File: config.mk
export PLATFORM = sky130hd
export DESIGN_NAME = moore_rr_arbiter_flat
export DESIGN_NICKNAME = d
export VERILOG_FILES = /design/src/rtl/moore_rr_arbiter_pkg.sv /design/src/rtl/moore_rr_arbiter_if.sv /design/src/rtl/moore_rr_arbiter_rr_pick.sv /design/src/rtl/moore_rr_arbiter.sv /design/src/flat_wrapper.sv
export SDC_FILE = /design/constraint.sdc
export NUM_CORES = 1
export LEC_CHECK = 0
export BUFFER_PORTS_ARGS = -buffer_cell sky130_fd_sc_hd__buf_2
export CAP_MARGIN = 20
export CORE_ASPECT_RATIO = 1.5
export CORE_MARGIN = 2
export CORE_UTILIZATION = 45
export CTS_CLUSTER_DIAMETER = 100
export DETAILED_ROUTE_END_ITERATION = 12
export GPL_TIMING_DRIVEN = 0
export PLACE_DENSITY = 0.66
export SLEW_MARGIN = 30
export SYNTH_ARGS = -nofsm -noshare
export SYNTH_HDL_FRONTEND = slang
export SYNTH_SLANG_ARGS = --single-unit
File: constraint.sdc
create_clock -name clk -period 2.7 [get_ports clk]
set_clock_uncertainty 0.15 [all_clocks]
set_input_delay 0.54 -clock clk [delete_from_list [all_inputs] [get_ports clk]]
set_output_delay 0.54 -clock clk [all_outputs]
set_load 0.05 [all_outputs]
File: src/rtl/moore_rr_arbiter_pkg.sv
// moore_arb_pkg: shared types and constants for the moore_rr_arbiter slice.
//   arb_state_t - arbiter FSM state (idle / clear pulse / serving owner)
//   STATS_W     - width of the optional statistics counters
//   idx_width   - owner-index width for a given requester count (minimum 1)
package moore_arb_pkg;

    typedef enum logic [1:0] {
        ARB_IDLE  = 2'd0,
        ARB_CLEAR = 2'd1,
        ARB_SERVE = 2'd2
    } arb_state_t;

    localparam int unsigned STATS_W = 16;

    function automatic int unsigned idx_width(input int unsigned n);
        return (n > 1) ? $clog2(n) : 1;
    endfunction

endpackage

File: src/rtl/moore_rr_arbiter_if.sv
// moore_rr_arbiter_if: requester streams plus the shared Moore FSM hookup.
//   req, x_in   - per-requester request level and serial bit
//   gnt         - one-hot grant (registered)
//   fsm_x       - serial bit steered to the shared FSM
//   fsm_reset   - clear pulse to the shared FSM (registered)
//   fsm_outp    - shared FSM output
//   outp, outp_valid, outp_owner - relayed FSM output tagged with its owner
// Modports: slave = arbiter side, master = requester/FSM side.
interface moore_rr_arbiter_if #(
    parameter int unsigned N_REQ = 4
);
    localparam int unsigned IDX_W = moore_arb_pkg::idx_width(N_REQ);

    logic [N_REQ-1:0] req;
    logic [N_REQ-1:0] x_in;
    logic [N_REQ-1:0] gnt;
    logic             fsm_x;
    logic             fsm_reset;
    logic             fsm_outp;
    logic             outp;
    logic             outp_valid;
    logic [IDX_W-1:0] outp_owner;

    modport slave (
        input  req, x_in, fsm_outp,
        output gnt, fsm_x, fsm_reset, outp, outp_valid, outp_owner
    );

    modport master (
        output req, x_in, fsm_outp,
        input  gnt, fsm_x, fsm_reset, outp, outp_valid, outp_owner
    );

endinterface

File: src/rtl/moore_rr_arbiter_rr_pick.sv
// rr_pick: combinational round-robin picker.
//   req     - request vector
//   start   - index searched first; search continues upward modulo N_REQ
//   exclude - mask of requesters that may not be picked
//   found   - some non-excluded requester is active
//   idx     - first such requester in rotation order
module rr_pick #(
    parameter int unsigned N_REQ = 4,
    parameter int unsigned IDX_W = 2
) (
    input  logic [N_REQ-1:0] req,
    input  logic [IDX_W-1:0] start,
    input  logic [N_REQ-1:0] exclude,
    output logic             found,
    output logic [IDX_W-1:0] idx
);

    logic [N_REQ-1:0]   cand;
    logic [2*N_REQ-1:0] dbl;
    logic [N_REQ-1:0]   rot;

    // Rotate the candidates so bit 0 is the start position; the doubled
    // vector makes the wrap-around a plain right shift.
    assign cand = req & ~exclude;
    assign dbl  = {cand, cand} >> start;
    assign rot  = dbl[N_REQ-1:0];

    always_comb begin
        logic [IDX_W:0] sum;
        found = 1'b0;
        idx   = '0;
        sum   = '0;
        for (int unsigned k = 0; k < N_REQ; k++) begin
            if (!found && rot[k]) begin
                found = 1'b1;
                sum   = {1'b0, start} + (IDX_W+1)'(k);
                if (sum >= (IDX_W+1)'(N_REQ)) begin
                    sum = sum - (IDX_W+1)'(N_REQ);
                end
                idx = sum[IDX_W-1:0];
            end
        end
    end

endmodule

File: src/rtl/moore_rr_arbiter.sv
// moore_rr_arbiter: round-robin owner of one shared serial-input Moore FSM.
//   clk, reset    - clock and synchronous active-high reset
//   bus (slave)   - requester streams in, grant/clear/serial bit out,
//                   FSM output relayed with owner tag
// Optional macro MOORE_ARB_STATS_EN adds grant_total / preempt_total,
// saturating counts of clear entries and burst-limit handovers.
module moore_rr_arbiter
    import moore_arb_pkg::*;
#(
    parameter int unsigned N_REQ     = 4,
    parameter int unsigned MAX_BURST = 8
) (
    input  logic                 clk,
    input  logic                 reset,
    moore_rr_arbiter_if.slave    bus
`ifdef MOORE_ARB_STATS_EN
    ,
    output logic [STATS_W-1:0]   grant_total,
    output logic [STATS_W-1:0]   preempt_total
`endif
);

    localparam int unsigned IDX_W = idx_width(N_REQ);
    localparam int unsigned BC_W  = $clog2(MAX_BURST + 1);

    arb_state_t       state_q, state_d;
    logic [IDX_W-1:0] owner_q, owner_d;
    logic [IDX_W-1:0] rr_ptr_q, rr_ptr_d;
    logic [BC_W-1:0]  burst_q, burst_d;
    logic [N_REQ-1:0] gnt_q, gnt_d;
    logic             fsm_reset_q, fsm_reset_d;
    logic             preempt_go;

    logic [N_REQ-1:0] owner_oh;
    logic [IDX_W-1:0] owner_nxt;
    logic             req_own;
    logic             serving;
    logic             at_limit;
    logic [IDX_W-1:0] pick_start;
    logic [N_REQ-1:0] pick_excl;
    logic             pick_found;
    logic [IDX_W-1:0] pick_idx;

    assign owner_oh  = N_REQ'(1) << owner_q;
    assign owner_nxt = (owner_q == IDX_W'(N_REQ - 1)) ? '0 : owner_q + 1'b1;
    assign req_own   = |(bus.req & owner_oh);
    assign serving   = (state_q == ARB_SERVE);
    assign at_limit  = (burst_q >= BC_W'(MAX_BURST - 1));

    // One picker serves both cases: from rr_ptr over everyone when idle,
    // from owner+1 over the others when looking for a preemptor.
    assign pick_start = (state_q == ARB_IDLE) ? rr_ptr_q : owner_nxt;
    assign pick_excl  = (state_q == ARB_IDLE) ? '0 : owner_oh;

    rr_pick #(
        .N_REQ (N_REQ),
        .IDX_W (IDX_W)
    ) u_pick (
        .req     (bus.req),
        .start   (pick_start),
        .exclude (pick_excl),
        .found   (pick_found),
        .idx     (pick_idx)
    );

    assign preempt_go = serving && req_own && at_limit && pick_found;

    always_comb begin
        state_d     = state_q;
        owner_d     = owner_q;
        rr_ptr_d    = rr_ptr_q;
        burst_d     = burst_q;
        gnt_d       = gnt_q;
        fsm_reset_d = 1'b0;
        case (state_q)
            ARB_IDLE: begin
                gnt_d = '0;
                if (|bus.req) begin
                    owner_d     = pick_idx;
                    state_d     = ARB_CLEAR;
                    fsm_reset_d = 1'b1;
                end
            end
            ARB_CLEAR: begin
                state_d = ARB_SERVE;
                gnt_d   = owner_oh;
                burst_d = '0;
            end
            ARB_SERVE: begin
                if (!req_own) begin
                    // Drop wins over the burst limit.
                    state_d  = ARB_IDLE;
                    rr_ptr_d = owner_nxt;
                    gnt_d    = '0;
                end else if (preempt_go) begin
                    rr_ptr_d    = owner_nxt;
                    owner_d     = pick_idx;
                    state_d     = ARB_CLEAR;
                    fsm_reset_d = 1'b1;
                    gnt_d       = '0;
                end else if (burst_q != BC_W'(MAX_BURST)) begin
                    burst_d = burst_q + 1'b1;
                end
            end
            default: begin
                state_d = ARB_IDLE;
                gnt_d   = '0;
            end
        endcase
    end

    always_ff @(posedge clk) begin
        if (reset) begin
            state_q     <= ARB_IDLE;
            owner_q     <= '0;
            rr_ptr_q    <= '0;
            burst_q     <= '0;
            gnt_q       <= '0;
            fsm_reset_q <= 1'b0;
        end else begin
            state_q     <= state_d;
            owner_q     <= owner_d;
            rr_ptr_q    <= rr_ptr_d;
            burst_q     <= burst_d;
            gnt_q       <= gnt_d;
            fsm_reset_q <= fsm_reset_d;
        end
    end

    assign bus.gnt        = gnt_q;
    assign bus.fsm_reset  = fsm_reset_q;
    assign bus.fsm_x      = serving & req_own & (|(bus.x_in & owner_oh));
    assign bus.outp       = bus.fsm_outp;
    assign bus.outp_valid = serving;
    assign bus.outp_owner = serving ? owner_q : '0;

`ifdef MOORE_ARB_STATS_EN
    // fsm_reset_d marks every entry into CLEAR.
    always_ff @(posedge clk) begin
        if (reset) begin
            grant_total   <= '0;
            preempt_total <= '0;
        end else begin
            if (fsm_reset_d && (grant_total != '1)) begin
                grant_total <= grant_total + 1'b1;
            end
            if (preempt_go && (preempt_total != '1)) begin
                preempt_total <= preempt_total + 1'b1;
            end
        end
    end
`endif

endmodule

File: src/flat_wrapper.sv
// flat-port wrapper written by rule: the top's interface ports become plain ports
module moore_rr_arbiter_flat import moore_arb_pkg::*;
#(
    parameter int unsigned N_REQ     = 4,
    parameter int unsigned MAX_BURST = 8
)
  (clk, reset, bus_req, bus_x_in, bus_fsm_outp, bus_gnt, bus_fsm_x, bus_fsm_reset, bus_outp, bus_outp_valid, bus_outp_owner);
  moore_rr_arbiter_if #(.N_REQ(N_REQ)) bus_i ();
  input  logic clk;
  input  logic reset;
  input wire logic [$bits(bus_i.req)-1:0] bus_req;
  input wire logic [$bits(bus_i.x_in)-1:0] bus_x_in;
  input wire logic [$bits(bus_i.fsm_outp)-1:0] bus_fsm_outp;
  output wire logic [$bits(bus_i.gnt)-1:0] bus_gnt;
  output wire logic [$bits(bus_i.fsm_x)-1:0] bus_fsm_x;
  output wire logic [$bits(bus_i.fsm_reset)-1:0] bus_fsm_reset;
  output wire logic [$bits(bus_i.outp)-1:0] bus_outp;
  output wire logic [$bits(bus_i.outp_valid)-1:0] bus_outp_valid;
  output wire logic [$bits(bus_i.outp_owner)-1:0] bus_outp_owner;
  assign bus_i.req = bus_req;
  assign bus_i.x_in = bus_x_in;
  assign bus_i.fsm_outp = bus_fsm_outp;
  assign bus_gnt = bus_i.gnt;
  assign bus_fsm_x = bus_i.fsm_x;
  assign bus_fsm_reset = bus_i.fsm_reset;
  assign bus_outp = bus_i.outp;
  assign bus_outp_valid = bus_i.outp_valid;
  assign bus_outp_owner = bus_i.outp_owner;
  moore_rr_arbiter #(.N_REQ(N_REQ), .MAX_BURST(MAX_BURST)) u_core (.clk(clk), .reset(reset), .bus(bus_i));
endmodule
### Yosys cells after proc, flatten, opt, wreduce, memory -nomap -nowiden

Index checks and enable logic that the tools add are counted.

| storage, ports and cells | value |
|---|---|
| flip-flop bits (word level) | 15 |
| output and inout bits | 10 |

| cells by class | value |
|---|---|
| $add $sub $neg | 9 |
| magnitude comparators | 5 |
| eq/ne operators | 11 |
| shift-type cells | 2 |
| multiplexer cells | 37 |
| bitwise operators | 6 |
| reductions and logical operators | 19 |

Operator list:

| cell | count |
|---|---|
| $mux 2 | 19 |
| $mux 4 | 6 |
| $pmux 4 s2 | 2 |
| $and 4x4->4 | 3 |
| $reduce_or 4->1 | 3 |
| $ge 3x3->1 const B | 3 |
| $reduce_and 4->1 | 2 |
| $shr 8x2->4 | 1 |
| $sub 2x1->2 const B | 4 |
| $mux 1 | 7 |
| $add 2x2->3 const B | 2 |
| $logic_and 1x1->1 | 6 |
| $ne 2x1->1 const B | 3 |
| $ne 2x2->1 const B | 3 |
| $pmux 2 s3 | 1 |
| $add 4x1->4 const B | 1 |
| $eq 2x2->1 const B | 2 |
| $ge 4x3->1 const B | 1 |
| $ne 4x4->1 const B | 1 |
| $not 4->4 | 1 |
| $pmux 2 s2 | 1 |
| $reduce_and 2->1 | 2 |
| $reduce_bool 2->1 | 2 |
| $shl 1x2->4 const A | 1 |
| 9 further kinds | 12 |

### Longest topological paths before layout

Gate-level depths: netlist (run 1).

| logic depth | value |
|---|---|
| depth in word-level cells | 19 |
| gate-level depth with buffers | 7 |

### Modules after synthesis

From an unflattened synthesis (run 1), not the netlist that was laid out.

| second synthesis, totals | value |
|---|---|
| cell total of the unflattened synthesis | 120 |
| area, all modules | 975.9 um2 |

Modules (own cells, without submodules):

| module | times used | cells an instance | area an instance (um2) |
|---|---|---|---|
| moore_rr_arbiter | 1 | 102 | 869.6 |
| rr_pick | 1 | 18 | 106.4 |

### Least setup slack after synthesis (run 1)

No wires, ideal clock.

| timing | value |
|---|---|
| kind | register to output |
| start | reg u_core.state_q[0] |
| end | out bus_fsm_x |
| arrival | 1,833 ps |
| required time | 2,010 ps |
| slack | 177 ps |
| cell stages (with the launch flop) | 6 |
| cell sequence | dfxtp_1 nand2b_1 buf_4 inv_2 o21ai_0 a21oi_1 |

| on the way | value |
|---|---|
| longest elaborated chain between the ends | 3 |

Ends and longest elaborated chain:

| item | RTL line | text |
|---|---|---|
| start, declared | moore_rr_arbiter.sv:26 | `arb_state_t state_q, state_d;` |
| start signal, assigned | moore_rr_arbiter.sv:121 | `state_q <= state_d;` |
| $eq 2x2->1 | moore_rr_arbiter.sv:47 | `assign serving = (state_q == ARB_SERVE);` |
| via bus_outp_valid | flat_wrapper.sv:18 | `output wire logic [$bits(bus_i.outp_valid)-1:0] bus_outp_valid;` |
| $and 1x1->1 (2 in series) | moore_rr_arbiter.sv:132 | `assign bus.fsm_x = serving & req_own & (\|(bus.x_in & owner_oh));` |
| end, declared | flat_wrapper.sv:15 | `output wire logic [$bits(bus_i.fsm_x)-1:0] bus_fsm_x;` |

The timed path passes the listed nets, and every way through them passes these cells.

### Worst setup path after layout (run 1)

| timing | value |
|---|---|
| start | reg u_core.owner_q[0] |
| end | out bus_fsm_x |

| on the way | value |
|---|---|
| longest elaborated chain between the ends | 5 |
| elaborated cells between the ends (all ways) | 7 |
| classes of those cells | 1 x shift; 4 x bitwise; 2 x reduce/logical |

Ends and longest elaborated chain:

| item | RTL line | text |
|---|---|---|
| start, declared | moore_rr_arbiter.sv:27 | `logic [IDX_W-1:0] owner_q, owner_d;` |
| start signal, assigned | moore_rr_arbiter.sv:122 | `owner_q <= owner_d;` |
| $shl 1x2->4 * | moore_rr_arbiter.sv:44 | `assign owner_oh = N_REQ'(1) << owner_q;` |
| $and 4x4->4 | moore_rr_arbiter.sv:46 | `assign req_own = \|(bus.req & owner_oh);` |
| $reduce_or 4->1 | moore_rr_arbiter.sv:46 |  |
| $and 1x1->1 | moore_rr_arbiter.sv:132 |  |
| $and 1x1->1 * | moore_rr_arbiter.sv:132 |  |

Mark *: on every way between the ends. The rest lies on a longest branch, timed or not.

==> results of run 1 <==
==> how the worst max path moves through the flow <==
| stage | cells after the start | start | slack, ns | to |
|---|---|---|---|---|
| floorplan | 5 | u_core.state_q[0] | 0.18 | bus_fsm_x |
| finish | 6 | u_core.owner_q[0] | 0.12 | bus_fsm_x |
| detailed placement | 6 | u_core.owner_q[0] | 0.25 | bus_fsm_x |
| CTS | 6 | u_core.owner_q[0] | 0.04 | bus_fsm_x |
| global route | 6 | u_core.owner_q[0] | 0.02 | bus_fsm_x |
| global placement | 6 | u_core.owner_q[0] | 0.26 | bus_fsm_x |
==> report_power, final <==
group,total (mW),internal (mW),switching (mW)
logic,0.274,0.101,0.173
registers,0.253,0.238,0.0154
clock network,0.134,0.0552,0.0787
==> metal layers <==
layer	global-route usage	up-vias	share of wire
li1	-	512	-
met1	0.2350	516	0.43
met2	0.3309	17	0.53
met3	0.02006	4	0.024
met4	0.06818	0	0.011
met5	0	-	0
==> final cells by class <==
| cell class | instances | area (sq um) | area share |
|---|---|---|---|
| Multi-Input combinational cell | 95 | 689.4 | 0.5686 |
| Sequential cell | 15 | 300.3 | 0.2477 |
| Timing Repair Buffer | 19 | 95.09 | 0.07843 |
| Buffer | 6 | 41.29 | 0.03406 |
| Inverter | 8 | 30.03 | 0.02477 |
| Tap cell | 23 | 28.78 | 0.02374 |
| Clock buffer | 3 | 22.52 | 0.01858 |
| Clock inverter | 1 | 5.005 | 0.004128 |
==> cells by family (layout without fill, tap and decap cells) <==
| logic type | after synthesis | after routing |
|---|---|---|
| multiplexers | 5 | 5 |
| adder cells (fa/ha/maj) | 6 | 6 |
| AO/OA/AOI/OAI | 47 | 47 |
| AND/OR/NAND/NOR | 37 | 37 |
| buffers and inverters | 14 | 37 |
| flip-flops | 15 | 15 |
==> critical path: stages, from the launching register on <==
cell and delay, ns:
dfxtp_1 0.45, inv_1 0.11, ha_1 0.31, a22o_1 0.27, o21ai_2 0.20, a21oi_1 0.06, buf_2 0.21
==> registers in the layout (all words and copies together) (netlist names) <==
register / flops
u_core.owner_q: 2
u_core.state_q: 2
u_core.bus.gnt: 4
u_core.bus.fsm_reset: 1
u_core.burst_q: 4
u_core.rr_ptr_q: 2
==> cell usage in the layout, fill, tap and decap left out, drive strengths merged, types with 3 or more instances in the layout <==
| master | netlist | final |
|---|---|---|
| mux2i | 3 | 3 |
| ha | 6 | 6 |
| nand2 | 6 | 6 |
| o21ai | 8 | 8 |
| o221ai | 3 | 3 |
| nor2 | 16 | 16 |
| a32oi | 5 | 5 |
| nand2b | 3 | 3 |
| a22oi | 4 | 4 |
| inv | 8 | 8 |
| dfxtp | 15 | 15 |
| clkbuf | 2 | 5 |
| buf | 4 | 23 |
| a21oi | 9 | 9 |
==> synth_stat cells (all sizes together), types with 3 or more instances <==
master / n / area share
a22oi: 4 / 0.028
o221ai: 3 / 0.037
a32oi: 5 / 0.041
mux2i: 3 / 0.028
a21oi: 9 / 0.046
nand2: 6 / 0.021
buf: 4 / 0.032
ha: 6 / 0.071
nand2b: 3 / 0.018
inv: 8 / 0.028
dfxtp: 15 / 0.28
o21ai: 8 / 0.041
nor2: 16 / 0.057
==> timing repair <==
action / 4_1_cts / 5_1_grt
resized for setup: 1 / 1
endpoints found under the setup margin: 1 / 1
endpoints found under the hold margin: 0 / 0
pin swaps: 0 / 0
==> per-stage QoR <==
stage	worst slack (ns)	cell area, sq um	utilization
finish	0.1181	1212	0.5429
global route	0.02434	1212	0.5429
CTS	0.04424	1209	0.5412
detailed placement	0.2515	1181	0.5289
global placement	0.2552	1181	0.5289
floorplan	0.1769	1057	-
==> flow_metrics.env, run 1 <==
export IMPL_synth_simple_gate_area_frac=0.1704
export IMPL_ys_ff_latch=15
export IMPL_min_to="u_core.rr_ptr_q[1]"
export IMPL_critical_path_endpoint_type="output port"
export IMPL_chipHeight_um=63.37
export IMPL_finalHoldViolations=0
export IMPL_h_tree_depth=1
export IMPL_cts_hold_buffers=0
export IMPL_status="complete, no violations"
export IMPL_via_per_inst=6.171
export IMPL_synth_edff_count=0
export IMPL_report_final_slew_viol_count=0
export IMPL_crit_required_ns=2.01
export IMPL_area_growth_synth_to_final_pct=14.67
export IMPL_final_cells=170
export IMPL_fin_crit_sh=0.9562
export IMPL_tightestPinTransition_ns=0.5099
export IMPL_synth_mux_area_frac=0.04970
export IMPL_antenna_cells=0
export IMPL_relSlewSlack=0.6601
export IMPL_grt_overflow=0
export IMPL_synth_compound_area_share=0.3574
export IMPL_clockRootBuffer="clkbuf_4"
export IMPL_leakagePower_nw=0.5405
export IMPL_crit_type="flop to output port"
export IMPL_grt_max_degree=11
export IMPL_fp_row_count=21
export IMPL_min_path_cells=2
export IMPL_rr_worst_depth=7
export IMPL_placed_cells=166
export IMPL_ios=21
export IMPL_peakVddDrop_v=0.0003524
export IMPL_holdWs_ns=0.3289
export IMPL_syn_area_per_cell_sq_um=8.526
export IMPL_synth_xor_area_frac=0
export IMPL_cp_arrival_ns=1.89
export IMPL_wire_per_inst_um=15.12
export IMPL_yosysWarnings=0
export IMPL_tns_ns=0
export IMPL_die_area_sq_um=2761
export IMPL_dr_total_vias=1049
export IMPL_first_iter_violations=34
export IMPL_drc_errors=0
export IMPL_synth_cell_area_sq_um=1057
export IMPL_pwr_density_cell_nw_per_um2=545.3
export IMPL_hpwl_mm=1.993
export IMPL_yosysUniqueCellTypes=43
export IMPL_coreArea_sq_um=2233
export IMPL_reg2reg_from="u_core.owner_q[0]"
export IMPL_synth_top_family_by_area="compound AO/OA/AOI/OAI gates"
export IMPL_min_from="u_core.rr_ptr_q[1]"
export IMPL_cts_tree="built"
export IMPL_port_buffers=19
export IMPL_ys_seq_area_frac=0.2840
export IMPL_start_util=0.4734
export IMPL_clkLatencyLatePin_ns=0.29
export IMPL_wirelength_mm=2.571
export IMPL_setup_violations=0
export IMPL_drt_first_pass_iters=4
export IMPL_ys_async_sr_fraction=0
export IMPL_synthesis_nets=141
export IMPL_grt_pass1_vias=942
export IMPL_die_w_um=43.58
export IMPL_max_freq_mhz=387.3
export IMPL_fin_crit_ns=2.582
export IMPL_synthCells=124
export IMPL_reg2reg_to="u_core.burst_q[3]"
export IMPL_total_power_mw=0.6611
export IMPL_antenna_found_initial=0
export IMPL_synthAdderAreaFrac=0.07101
export IMPL_nets=165
export IMPL_clkTransAtPathRegs_ns=0.09
export IMPL_path_max_fanout=7
export IMPL_fill_cells=216
export IMPL_rrSetupSlack_ns=0.39
export IMPL_gp_congestion=0.8509
export IMPL_cts_buffer_depth=2
export IMPL_hold_class="flop to flop"
export IMPL_grt_pass1_wl_mm=4.119
export IMPL_drive_above_1_share=0.2585
export IMPL_rsz0062_at_grt="false"
export IMPL_ant_nets=0
export IMPL_worst_setup_path_start_kind="flop"
export IMPL_cts_sinks=15
export IMPL_cap_violations=0
export IMPL_cts_buffers=3
export IMPL_ys_flop_type="dfxtp_1"
export IMPL_post_cts_repair_setup_buffers=0
export IMPL_grt_total_usage=0.1912
Power figures use the tool's default switching activity.
==> run 2: changes to the inputs <==
--- a/config.mk
+++ b/config.mk
@@ -13,6 +13,7 @@
 export CTS_CLUSTER_DIAMETER = 100
 export DETAILED_ROUTE_END_ITERATION = 12
 export GPL_TIMING_DRIVEN = 0
+export MAX_ROUTING_LAYER = met4
 export PLACE_DENSITY = 0.66
 export SLEW_MARGIN = 30
 export SYNTH_ARGS = -nofsm -noshare
==> run 2 against run 1 <==
Net effect:
- cell area is the same
- clock power is essentially flat
- utilization is the same
- via count shrank 0.67%
- die area is the same
- maximum frequency grew 0.44%
- non-clock buffer count is the same
- clock-buffer cell count is the same
- global-route usage grew 0.50 points
- critical path type unchanged
- largest power group unchanged
==> flow_metrics.env, run 2 (synthesized netlist as in run 1, its figures left out) <==
export IMPL_post_cts_repair_setup_buffers=0
export IMPL_leakagePower_nw=0.5405
export IMPL_grt_pass1_vias=940
export IMPL_pwr_share_clk=0.201
export IMPL_top_layer_used="met4"
export IMPL_crit_type="flop to output port"
export IMPL_rsz0062_at_grt="false"
export IMPL_drt_first_pass_iters=4
export IMPL_pwr_density_cell_nw_per_um2=545.1
export IMPL_clockRootBuffer="clkbuf_4"
export IMPL_ant_nets=0
export IMPL_die_w_um=43.58
export IMPL_reg2reg_from="u_core.owner_q[0]"
export IMPL_wl_met2_mm=1.373
export IMPL_cts_buffer_depth=2
export IMPL_tightestPinTransition_ns=0.5152
export IMPL_start_util=0.4734
export IMPL_clkLatencyLatePin_ns=0.29
export IMPL_p_sw_mw=0.2666
export IMPL_cts_tree="built"
export IMPL_combPwrFrac=0.416
export IMPL_fin_crit_sh=0.9520
export IMPL_cts_sinks=15
export IMPL_rrSetupSlack_ns=0.40
export IMPL_startpoint="u_core.owner_q[0]"
export IMPL_grt_max_degree=11
export IMPL_antenna_found_initial=0
export IMPL_setup_violations=0
export IMPL_path_max_fanout=7
export IMPL_clkTransAtPathRegs_ns=0.09
export IMPL_wl_met1_mm=1.134
export IMPL_cp_arrival_ns=1.88
export IMPL_ios=21
export IMPL_holdWs_ns=0.3286
export IMPL_swShare=0.4034
export IMPL_fin_crit_ns=2.570
export IMPL_grt_overflow=0
export IMPL_chipHeight_um=63.37
export IMPL_grt_pass1_wl_mm=4.119
export IMPL_cap_violations=0
export IMPL_final_cells=170
export IMPL_placed_cells=166
export IMPL_cts_hold_buffers=0
export IMPL_tns_ns=0
export IMPL_final_common_cell="buf_2"
export IMPL_p_int_mw=0.3943
export IMPL_port_buffers=19
export IMPL_drive_above_1_share=0.2585
export IMPL_antenna_cells=0
export IMPL_grt_total_usage=0.1962
export IMPL_coreArea_sq_um=2233
export IMPL_endpoint="bus_fsm_x"
export IMPL_h_tree_depth=1
export IMPL_wire_per_inst_um=15.22
export IMPL_hpwl_mm=1.993
export IMPL_gp_congestion=0.8644
export IMPL_wirelength_mm=2.587
export IMPL_status="complete, no violations"
export IMPL_hold_class="flop to flop"
export IMPL_critical_path_endpoint_type="output port"
export IMPL_fp_row_count=21
export IMPL_peakVddDrop_v=0.0003540
export IMPL_relSlewSlack=0.6565
export IMPL_reg2reg_to="u_core.burst_q[3]"
export IMPL_cts_buffers=3
export IMPL_layout_common_cells="19 x buf_2, 16 x nor2_1, 15 x dfxtp_1"
export IMPL_report_final_slew_viol_count=0
export IMPL_p_seq_frac=0.383
export IMPL_total_power_mw=0.6609
export IMPL_worst_setup_path_start_kind="flop"
export IMPL_finalHoldViolations=0
export IMPL_dr_total_vias=1042
export IMPL_via_per_inst=6.129
export IMPL_max_freq_mhz=389.0
export IMPL_route_met3_wl_um=51
export IMPL_rr_worst_depth=7
export IMPL_die_area_sq_um=2761
export IMPL_area_growth_synth_to_final_pct=14.67
export IMPL_first_iter_violations=37
export IMPL_nets=165
export IMPL_drc_errors=0
export IMPL_crit_required_ns=2.01
run 2: metrics by stage:
stage,utilization,setup slack [ns],instance area [sq um]
2_1_floorplan,-,0.1769,1057
3_3_place_gp,0.5289,0.2552,1181
3_5_place_dp,0.5289,0.2515,1181
4_1_cts,0.5412,0.04424,1209
5_1_grt,0.5429,0.02433,1212
6_report,0.5429,0.1295,1212
run 2: per-layer routing:
metal | GRT usage | vias up
met2 | 0.3309 | 15
li1 | - | 511
met3 | 0.01719 | 4
met4 | 0.06818 | 0
met1 | 0.2367 | 512
met5 | - | -
run 2: worst min-delay path by stage:
stage                        from                 end  slack, ns  depth (start not counted)
2_1_floorplan  u_core.rr_ptr_q[1]  u_core.rr_ptr_q[1]       0.30                          2
3_3_place_gp   u_core.rr_ptr_q[1]  u_core.rr_ptr_q[1]       0.31                          2
3_5_place_dp   u_core.rr_ptr_q[1]  u_core.rr_ptr_q[1]       0.32                          2
4_1_cts        u_core.rr_ptr_q[1]  u_core.rr_ptr_q[1]       0.33                          2
5_1_grt        u_core.rr_ptr_q[1]  u_core.rr_ptr_q[1]       0.38                          2
6_report       u_core.rr_ptr_q[1]  u_core.rr_ptr_q[1]       0.33                          2
run 2: critical path, cell delays in order, from the launching register on:
cell and delay [ns]:
dfxtp_1 0.45, inv_1 0.11, ha_1 0.31, a22o_1 0.26, o21ai_2 0.20, a21oi_1 0.06, buf_2 0.21
run 2: power by group through the flow:
stage / registers (mW) / logic [mW] / clock network [mW]
after floorplan: 0.271 / 0.195 / 0
after global placement: 0.258 / 0.265 / 0
after detailed placement: 0.259 / 0.269 / 0
after CTS: 0.253 / 0.270 / 0.136
after global routing: 0.256 / 0.300 / 0.142
final: 0.253 / 0.275 / 0.133
run 2: area by class of cell:
cell class	instances	area, sq um
Buffer	6	41.29
Clock buffer	3	22.52
Clock inverter	1	5.005
Fill cell	216	1021
Inverter	8	30.03
Multi-Input combinational cell	95	689.4
Sequential cell	15	300.3
Tap cell	23	28.78
Timing Repair Buffer	19	95.09
run 2: what timing repair did:
action                     4_1_cts  5_1_grt
gates cloned                     0        0
resized for setup                1        1
setup endpoints to repair        1        1
